File: config.mk
export PLATFORM = sky130hd
export DESIGN_NAME = pipelined_lookahead_adder
export DESIGN_NICKNAME = d
export VERILOG_FILES = /design/src/rtl/pipelined_lookahead_adder_pkg.sv /design/src/rtl/pipelined_lookahead_adder_cla_segment.sv /design/src/rtl/pipelined_lookahead_adder.sv
export SDC_FILE = /design/constraint.sdc
export NUM_CORES = 1
export LEC_CHECK = 0
export CAP_MARGIN = 20
export CORE_ASPECT_RATIO = 0.7
export CORE_MARGIN = 4
export CORE_UTILIZATION = 50
export CTS_CLUSTER_SIZE = 8
export DETAILED_ROUTE_END_ITERATION = 10
export PLACE_DENSITY = 0.8
export SYNTH_ARGS = -nofsm -noshare
export SYNTH_HDL_FRONTEND = slang
export SYNTH_SLANG_ARGS = --single-unit
File: constraint.sdc
create_clock -name clk -period 2.6 [get_ports clk]
set_input_delay 0.52 -clock clk [delete_from_list [all_inputs] [get_ports clk]]
set_output_delay 0.52 -clock clk [all_outputs]
set_load 0.05 [all_outputs]
File: src/rtl/pipelined_lookahead_adder_pkg.sv
// Shared defaults and helpers for the pipelined lookahead adder.
// Provides width defaults and the stage-count function.
package pipelined_lookahead_adder_pkg;

  localparam int N_DEF   = 8;
  localparam int SEG_DEF = 4;

  function automatic int stages_of(int n, int seg);
    return n / seg;
  endfunction

endpackage

File: src/rtl/pipelined_lookahead_adder_cla_segment.sv
// cla_segment: combinational SEG-bit carry-lookahead slice.
// Ports: a, b, cin in; s (sum slice), cout out.
module cla_segment #(
  parameter int SEG = 4
) (
  input  logic [SEG-1:0] a,
  input  logic [SEG-1:0] b,
  input  logic           cin,
  output logic [SEG-1:0] s,
  output logic           cout
);

  logic [SEG-1:0] g;
  logic [SEG-1:0] p;
  logic [SEG:0]   c;

  assign g = a & b;
  assign p = a ^ b;

  // Each carry is the flat OR of generate terms gated by the
  // propagate chain below them, so no carry ripples in the slice.
  always_comb begin
    logic acc;
    logic pp;
    c    = '0;
    acc  = 1'b0;
    pp   = 1'b0;
    c[0] = cin;
    for (int i = 0; i < SEG; i++) begin
      acc = g[i];
      pp  = p[i];
      for (int j = i - 1; j >= 0; j--) begin
        acc = acc | (pp & g[j]);
        pp  = pp & p[j];
      end
      c[i+1] = acc | (pp & cin);
    end
  end

  assign s    = p ^ c[SEG-1:0];
  assign cout = c[SEG];

endmodule

File: src/rtl/pipelined_lookahead_adder.sv
// Pipelined lookahead add/sub, one SEG-bit segment per stage, valid/ready both sides.
// Ports: clk, rst_n, in_valid/in_ready, a, b, ci, sub, out_valid/out_ready, sum, co, ovf; op_count with ADDER_STATS_EN.
module pipelined_lookahead_adder
  import pipelined_lookahead_adder_pkg::*;
#(
  parameter int N   = N_DEF,
  parameter int SEG = SEG_DEF
) (
  input  logic         clk,
  input  logic         rst_n,
  input  logic         in_valid,
  output logic         in_ready,
  input  logic [N-1:0] a,
  input  logic [N-1:0] b,
  input  logic         ci,
  input  logic         sub,
  output logic         out_valid,
  input  logic         out_ready,
  output logic [N-1:0] sum,
  output logic         co,
`ifdef ADDER_STATS_EN
  output logic [31:0]  op_count,
`endif
  output logic         ovf
);

  localparam int STAGES = stages_of(N, SEG);

  typedef struct packed {
    logic [N-1:0] a;
    logic [N-1:0] bx;
    logic [N-1:0] s;
    logic         c;
  } beat_t;

  beat_t [STAGES-1:0] st_q;
  beat_t [STAGES-1:0] st_d;
  logic  [STAGES-1:0] vld_q;
  logic  [STAGES-1:0] adv;
  logic  [STAGES-1:0] mv;

  logic [N-1:0] bx_in;
  logic         cin;

  assign bx_in = sub ? ~b : b;
  assign cin   = sub ? ~ci : ci;

  // mv[k]: stage k hands its beat on; adv[k]: stage k loads.
  // Resolved from the output end back so a full pipe can
  // still accept when the sink takes a beat.
  always_comb begin
    mv  = '0;
    adv = '0;
    mv[STAGES-1] = vld_q[STAGES-1] & out_ready;
    for (int k = STAGES - 1; k >= 1; k--) begin
      adv[k]  = vld_q[k-1] & (~vld_q[k] | mv[k]);
      mv[k-1] = adv[k];
    end
    in_ready = ~vld_q[0] | mv[0];
    adv[0]   = in_valid & in_ready;
  end

  for (genvar k = 0; k < STAGES; k++) begin : g_stage
    logic [N-1:0]   a_k;
    logic [N-1:0]   bx_k;
    logic [N-1:0]   s_k;
    logic           scin;
    logic [SEG-1:0] ss;
    logic           scout;

    if (k == 0) begin : g_first
      assign a_k  = a;
      assign bx_k = bx_in;
      assign s_k  = '0;
      assign scin = cin;
    end else begin : g_next
      assign a_k  = st_q[k-1].a;
      assign bx_k = st_q[k-1].bx;
      assign s_k  = st_q[k-1].s;
      assign scin = st_q[k-1].c;
    end

    cla_segment #(.SEG(SEG)) u_cla (
      .a    (a_k[k*SEG +: SEG]),
      .b    (bx_k[k*SEG +: SEG]),
      .cin  (scin),
      .s    (ss),
      .cout (scout)
    );

    // Slice k of s_k is still zero, so OR merges the new slice.
    assign st_d[k] = '{
      a:  a_k,
      bx: bx_k,
      s:  s_k | (N'(ss) << (k * SEG)),
      c:  scout
    };
  end

  always_ff @(posedge clk or negedge rst_n) begin
    if (!rst_n) begin
      vld_q <= '0;
      st_q  <= '0;
    end else begin
      for (int k = 0; k < STAGES; k++) begin
        if (adv[k]) begin
          vld_q[k] <= 1'b1;
          st_q[k]  <= st_d[k];
        end else if (mv[k]) begin
          vld_q[k] <= 1'b0;
        end
      end
    end
  end

  assign out_valid = vld_q[STAGES-1];
  assign sum       = st_q[STAGES-1].s;
  assign co        = st_q[STAGES-1].c;
  assign ovf       = (st_q[STAGES-1].a[N-1] == st_q[STAGES-1].bx[N-1])
                   && (st_q[STAGES-1].s[N-1] != st_q[STAGES-1].a[N-1]);

  // Only the sign bits of the last stage's operands are consumed.
  logic unused_ops;
  assign unused_ops = ^{st_q[STAGES-1].a, st_q[STAGES-1].bx};

`ifdef ADDER_STATS_EN
  logic [31:0] op_cnt_q;

  always_ff @(posedge clk or negedge rst_n) begin
    if (!rst_n) begin
      op_cnt_q <= '0;
    end else if (out_valid && out_ready) begin
      op_cnt_q <= op_cnt_q + 32'd1;
    end
  end

  assign op_count = op_cnt_q;
`endif

  a_in_stable: assert property (
    @(posedge clk) disable iff (!rst_n)
    (in_valid && !in_ready) |=> (in_valid && $stable({a, b, ci, sub}))
  );

endmodule

# After elaboration in Yosys (flattened, before gate mapping)
# Index checks and enable logic that the tools add are counted.
dict set report op_classes {
  n_mux 6
  eq_ne 2
  n_reduce_logical 3
  bitwise 68
}
# operator count
set op_table {}
lappend op_table {{$and A1 B1 Y1} 35}
lappend op_table {{$or A1 B1 Y1} 22}
lappend op_table {{$xor A4 B4 Y4} 4}
lappend op_table {{$and A4 B4 Y4} 2}
lappend op_table {{$mux W8} 1}
lappend op_table {{$not A8 Y8} 1}
lappend op_table {{$or A4 B8 Y8} 1}
lappend op_table {{$mux W1} 5}
lappend op_table {{$reduce_bool A2 Y1} 2}
lappend op_table {{$not A1 Y1} 3}
lappend op_table {{$eq A1 B1 Y1} 1}
lappend op_table {{$logic_and A1 B1 Y1} 1}
lappend op_table {{$ne A1 B1 Y1} 1}
dict set report word_totals {
  in_bits 22
  word_cells 89
  reg_bits 48
  output_inout_bits 12
}

# Longest topological paths before layout
# Gate-level depths: netlist of the first run.
dict set report depth {
  ltp_word 8
  ltp_mapped 7
  ltp_nobuf 6
}

# Modules after synthesis
# From an unflattened synthesis of the first run, not the netlist that was laid out.
dict set report unflattened {
  hier_cells 114
  hier_area_um2 1541.5
}
# module instances area_each_um2 cells_each seq_area_each_um2
set by_module_without_submodules {}
lappend by_module_without_submodules {pipelined_lookahead_adder 1 1246.2 80 650.6}
lappend by_module_without_submodules {cla_segment 2 147.6 17 0.0}

# Worst setup path after synthesis of the first run
# OpenSTA, ideal clock, no wires.
dict set report synth_timing {
  path_kind {register -> register}
  start {register vld_q[1]}
  end {register st_q, in the netlist g_stage[1].a_k[4]}
  synth_period_minus_slack_ns 2.115
  path_buffers 1
  setup_ns 0.125
  t_arrival_ns 1.990
  setup_slack_ns 0.485
  t_required_ns 2.475
  stages_incl_launch_ff 5
  cell_sequence {dfrtp_1 > nand3b_1 > nand2_1 > buf_4 > mux2_2}
}
dict set report synth_via {
  elab_chain_cells 5
  word_cells_on_any_way 6
  classes_between {bitwise (6)}
}
# element line
set synth_rtl {}
lappend synth_rtl {{start, declared} pipelined_lookahead_adder.sv:38} ;# logic [STAGES-1:0] vld_q;
lappend synth_rtl {{start signal, assigned} pipelined_lookahead_adder.sv:102} ;# vld_q <= '0;
lappend synth_rtl {{start signal, assigned by index} pipelined_lookahead_adder.sv:107} ;# vld_q[k] <= 1'b1;
lappend synth_rtl {{start signal, assigned by index} pipelined_lookahead_adder.sv:110} ;# vld_q[k] <= 1'b0;
lappend synth_rtl {{$and A1 B1 Y1 or $not A1 Y1 (tied branches)} {pipelined_lookahead_adder.sv:54, pipelined_lookahead_adder.sv:56}}
lappend synth_rtl {{$or A1 B1 Y1 (*)} pipelined_lookahead_adder.sv:56} ;# adv[k] = vld_q[k-1] & (~vld_q[k] | mv[k]);
lappend synth_rtl {{$and A1 B1 Y1 (*)} pipelined_lookahead_adder.sv:56}
lappend synth_rtl {{$or A1 B1 Y1 (*)} pipelined_lookahead_adder.sv:59} ;# in_ready = ~vld_q[0] | mv[0];
lappend synth_rtl {{named net in_ready} pipelined_lookahead_adder.sv:12} ;# output logic in_ready,
lappend synth_rtl {{$and A1 B1 Y1 (*)} pipelined_lookahead_adder.sv:60} ;# adv[0] = in_valid & in_ready;
lappend synth_rtl {{end signal, assigned by index} pipelined_lookahead_adder.sv:108} ;# st_q[k] <= st_d[k];
lappend synth_rtl {{end, declared} pipelined_lookahead_adder.sv:36} ;# beat_t [STAGES-1:0] st_q;
# The timed path passes the listed nets; every way through them passes the cells marked *.
# A chain may end at the register's enable or synchronous reset.

# Worst setup path in the final report of the first run
dict set report layout_timing {
  start {register st_q[41] (netlist bit)}
  end {output port ovf}
}
dict set report layout_via {
  elab_chain_cells 2
}
# element line
set layout_rtl {}
lappend layout_rtl {{$eq A1 B1 Y1} pipelined_lookahead_adder.sv:119} ;# assign ovf = (st_q[STAGES-1].a[N-1] == st_q[STAGES-1].bx[N-1])
lappend layout_rtl {{$logic_and A1 B1 Y1} pipelined_lookahead_adder.sv:120} ;# && (st_q[STAGES-1].s[N-1] != st_q[STAGES-1].a[N-1]);
lappend layout_rtl {{end, declared} pipelined_lookahead_adder.sv:24} ;# output logic ovf
# Every way passes these cells.

==> flow_summary.ini, run 1 <==
[routing]
top_layer_used = met4
route.met2.wl_um = 1350
met3_length_um = 112
route.vias.total = 1025
post_drt_wl_per_cell_um = 13.4
first_iter_violations = 32
viasPerCell = 5.15
ant_nets = 0
route.detailed.drc = 0
m1WireLength_um = 1170
first_pass_iters = 4
drt_wl_total_um = 2670

[worst_setup_path]
worst_r2r_path_depth = 5
timing.rr.start = g_stage[1].a_k[4]$_DFFE_PN0P_
r2r_end = co$_DFFE_PN0P_
criticalPathCategory = reg -> out
cp-start-kind = flop
critPathRequiredTime_ps = 2080
ff2ff_setup_slack_ps = 910
cp.arrival_ps = 1730
worstPathMaxFanout = 3
crit_path_end_kind = output port

[timing]
final.setup_skew_ps = 3.06
rsz0062_at_grt = false
drv_slew = 0
setup_tns_ps = 0
tightest_slew_ps = 514
period_needed_ps = 2250
hold_viol = 0
max_clock_freq_ghz = 0.444
setup_violations = 0
period_share_pct = 86.6
relSlewSlack_pct = 65.6

[die]
rows = 16
chipWidth_um = 72.8
core_mm2 = 0.00280
dieArea_mm2 = 0.00388
die-height_um = 53.3
start_util_pct = 52.4
io_pins = 34

[clock_network]
htreeDepth = 1
cts_tree = built
path_clk_slew_ps = 80
clock_latency_ps = 270
cts-buffers-inserted = 3
cts_root_buf = clkbuf_8
cts.sinks = 26
post_cts_buffers = 0
cts_hold_buf = 0
post_cts_resize_count = 0
cts_buffer_depth = 2

[global_routing]
grt_pass1_wl_um = 4420
grt_pass1_vias = 1014
antenna_found_initial = 0
grt_max_degree = 27
grt_usage_pct = 14.9
gr-total-overflow = 0

[yosys]
synth.distinct_cells = 28
yosys_warnings = 0
syn-num-nets = 168
syn-instance-count = 134
synth-seq-cells = 26
seq_area_frac_synth_pct = 44.3
yosysTopAreaCell = dfrtp_1
avgSynthCellArea_um2 = 11.0
syn_area_mm2 = 0.00147
synth_top_area_share_pct = 44.3
synth.area.top_cells = dfrtp_1 (44%), ha_1 (8.5%), mux2_2 (7.7%)

[flow_run]
cap_violations = 0

[hold_path]
min_to = sum[4]$_DFFE_PN0P_
holdCritStartpoint = sum[4]$_DFFE_PN0P_
worstHoldPathCells = 2
hold_class = reg -> reg

[layout]
area_delta_synth_final_pct = 26.0
postLayoutCellArea_mm2 = 0.00185
fin_util_pct = 66.0
fill_cells = 211
antenna_cells = 0
drive_above_1_share_pct = 14.1
nNetsFinal = 198
final_cells = 199

[power_and_ir_drop]
irDropWorstVdd_mv = 0.316
p_per_area_mw_per_mm2 = 832
leakage_nw = 0.818

[placement]
placed_area_mm2 = 0.00179
gp_congestion = 0.755
place_hpwl_um = 2180
post-place-cells = 195
port_buffers = 33

[run_status]
outcome = completed
[cells by family after synthesis]
kind of cell,Yosys count,share of synthesized area (%)
adders and majority gates,12,11.3
DFF,26,44.3
muxes,10,7.67
buffers and inverters,18,7.59
and+or+nand+nor,29,8.52
xor gates and xnor gates,13,9.04
AOI/OAI and AO/OA,26,11.6
[power breakdown]
part | leakage [nW] | switching [W] | total, W | internal, W
clock network | 0.0288 | 0.000124 | 0.000260 | 0.000135
registers | 0.310 | 0.0000660 | 0.000576 | 0.000510
logic | 0.479 | 0.000421 | 0.000702 | 0.000282
total | 0.818 | 0.000611 | 0.00154 | 0.000927
[metrics by stage]
stage,setup slack (ps),total power (W),hold slack (ps)
after floorplan,485,0.00112,224
after global placement,278,0.00126,466
after detailed placement,184,0.00130,475
after CTS,322,0.00155,494
after global routing,271,0.00163,523
final,347,0.00154,489
[layout by cell type (no fill, tap or decap), drive strengths merged, types with 5 or more instances in the layout]
cell type,count
nand2,17
mux2,10
dfrtp,26
inv,6
clkdlybuf4s50,32
ha,10
xnor2,6
xor2,7
buf,5
o21ai,12
[area by class of cell]
type / instances / area [µm²] / area share [%]
Multi-Input combinational cell: 90 / 706 / 38.2
Sequential cell: 26 / 651 / 35.2
Timing Repair Buffer: 37 / 370 / 20.0
Clock buffer: 4 / 55.1 / 2.98
Tap cell: 36 / 45.0 / 2.44
Inverter: 6 / 22.5 / 1.22
[per-layer routing]
layer  GRT usage (%)  up-vias
li1                -      505
met1            17.9      490
met2            26.9       24
met3            2.47        6
met4            5.52        0
met5               0        -
[synth_stat cells]
library cell	number
xnor2_4	1
dfrtp_1	26
nor2_1	4
o31ai_1	1
o22ai_2	1
o21bai_1	1
o31ai_2	1
nor3_1	1
buf_6	1
mux2_2	10
a21oi_1	4
a21o_1	1
o21ai_2	1
buf_2	2
a211oi_1	3
o21a_1	1
xor2_1	7
xnor2_1	5
o2111ai_1	1
nand2b_1	3
o21ai_0	11
buf_4	9
nand2_1	17
nand3_1	3
inv_1	6
nand3b_1	1
ha_1	10
fa_1	2
[flip-flops by register name, summed over array words and instances, names as in the netlist]
name and count:
g_stage.bx_k 4, g_stage.scin 1, co 1, g_stage.s_k 4, st_q 2, vld_q 2
sum 8, g_stage.a_k 4
[worst max-delay path, cell delays in order (launching register included)]
cell and delay [ps]:
dfrtp_1 410, nor2_1 110, nand2_1 60, o21ai_0 70, clkdlybuf4s50_1 820
[how the worst max path moves through the flow]
stage / start / to / slack [ps]
2_1_floorplan: vld_q[1]$_DFFE_PN0P_ / g_stage[1].a_k[4]$_DFFE_PN0P_ / 490
3_3_place_gp: sub / g_stage[1].s_k[3]$_DFFE_PN0P_ / 280
3_5_place_dp: sub / g_stage[1].s_k[3]$_DFFE_PN0P_ / 180
4_1_cts: st_q[41]$_DFFE_PN0P_ / ovf / 320
5_1_grt: st_q[41]$_DFFE_PN0P_ / ovf / 270
6_report: st_q[41]$_DFFE_PN0P_ / ovf / 350
(Power assumes the default switching activity.)
==> run 2, diff against run 1 <==
- CORE_MARGIN: 4 -> default
==> flow_summary.ini, run 2 (synthesis gave the netlist of run 1 again) <==
[routing]
first_pass_iters = 4
route.detailed.drc = 0
drt_wl_total_um = 2690
first_iter_violations = 48
post_drt_wl_per_cell_um = 13.5
route.vias.total = 1008
ant_nets = 0
viasPerCell = 5.07

[layout]
drive_above_1_share_pct = 14.1
antenna_cells = 0
final_common_cell = clkdlybuf4s50_1
area_delta_synth_final_pct = 27.1
nNetsFinal = 198
postLayoutCellArea_mm2 = 0.00187
largest_reg_flops = 8
final_cells = 199
layout_common_cells = clkdlybuf4s50_1 (32), dfrtp_1 (26), nand2_1 (17)

[flow_run]
cap_violations = 0

[global_routing]
grt_pass1_vias = 924
grt_usage_pct = 19.3
grt_pass1_wl_um = 4260
grt_max_degree = 27
antenna_found_initial = 0
gr-total-overflow = 0

[worst_setup_path]
critPathRequiredTime_ps = 2790
crit_path_end_kind = flop
criticalPathCategory = in -> reg
crit_slowest_cell = clkdlybuf4s50_1
cp_cell_sequence = clkdlybuf4s50_1 > xor2_1 > ha_1 > a21oi_1 > o22ai_2 > o21a_1 > o31ai_2
cp-start-kind = primary input
cp.arrival_ps = 2470
cpPeakStageDelay_ps = 640
worstPathMaxFanout = 6

[die]
start_util_pct = 52.7
dieArea_mm2 = 0.00316
rows = 16
io_pins = 34
die-height_um = 47.3
chipWidth_um = 66.8
core_mm2 = 0.00278

[clock_network]
path_clk_slew_ps = 90
cts_root_buf = clkbuf_8
cts-buffers-inserted = 3
htreeDepth = 1
cts_hold_buf = 0
cts.sinks = 26
post_cts_buffers = 0
post_cts_resize_count = 0
clock_latency_ps = 270
cts_buffer_depth = 2
cts_tree = built

[timing]
setup_tns_ps = 0
hold_viol = 0
period_needed_ps = 2280
tightest_slew_ps = 512
relSlewSlack_pct = 65.8
setup_violations = 0
period_share_pct = 87.8
rsz0062_at_grt = false
final.setup_skew_ps = 1.56
max_clock_freq_ghz = 0.438
drv_slew = 0

[placement]
post-place-cells = 195
gp_congestion = 0.747
port_buffers = 33
place_hpwl_um = 2100
placed_area_mm2 = 0.00179

[power_and_ir_drop]
total_power_w = 0.00162
leakage_nw = 0.825
irDropWorstVdd_mv = 0.451
p_per_area_mw_per_mm2 = 866

[run_status]
outcome = completed

[hold_path]
hold_class = reg -> reg
==> run 2: changes by cell type in the layout (fill, tap and decap cells not counted) <==
cell       change
clkbuf_8       -1
bufinv_16      +1
==> run 2: worst paths after layout <==
kind	start	end	slack [ps]	cells past startpoint
setup / recovery	sub	g_stage[1].s_k[3]$_DFFE_PN0P_	320	7
hold / removal	g_stage[1].s_k[0]$_DFFE_PN0P_	g_stage[1].s_k[0]$_DFFE_PN0P_	480	2
setup reg to reg	g_stage[1].a_k[4]$_DFFE_PN0P_	co$_DFFE_PN0P_	910	5
hold reg to reg	g_stage[1].s_k[0]$_DFFE_PN0P_	g_stage[1].s_k[0]$_DFFE_PN0P_	480	2
max in group asynchronous	rst_n	sum[5]$_DFFE_PN0P_	1750	2
min in group asynchronous	rst_n	st_q[49]$_DFFE_PN0P_	610	2
==> run 2: critical path: cells and delay by family <==
kind	cells	cell delay, ps
adders and majority gates	1	330
AOI/OAI and AO/OA	4	700
buffers and inverters	1	640
xor gates and xnor gates	1	280
==> run 2: layout make-up <==
class | count | area [µm²]
repair buffers | 37 | 370
well taps | 36 | 45.0
inverters | 6 | 22.5
clock inverters | 1 | 30.0
fillers | 218 | 917
multi-input cells | 90 | 706
clock buffers | 3 | 41.3
flip-flops and latches | 26 | 651
==> run 2: routing by layer <==
layer	vias to the layer above	GRT usage, %	part of all wire [%]
li1	508	-	-
met1	473	24.2	45
met2	27	34.5	50
met3	0	5.83	4.8
met4	0	2.55	0
met5	-	0	0
==> run 2: where the power goes <==
group	total, W	internal, W	leakage, nW	switching, W
sequential	0.000578	0.000510	0.310	0.0000679
clock	0.000333	0.000206	0.0357	0.000127
combinational	0.000704	0.000281	0.479	0.000423
==> run 2: per-stage QoR <==
| step | util (%) | hold slack, ps | worst slack, ps |
|---|---|---|---|
| after floorplan | - | 224 | 485 |
| after global placement | 64.5 | 465 | 205 |
| after detailed placement | 64.5 | 470 | 48.0 |
| after CTS | 67.0 | 492 | 334 |
| after global routing | 67.0 | 509 | 197 |
| final | 67.0 | 484 | 318 |
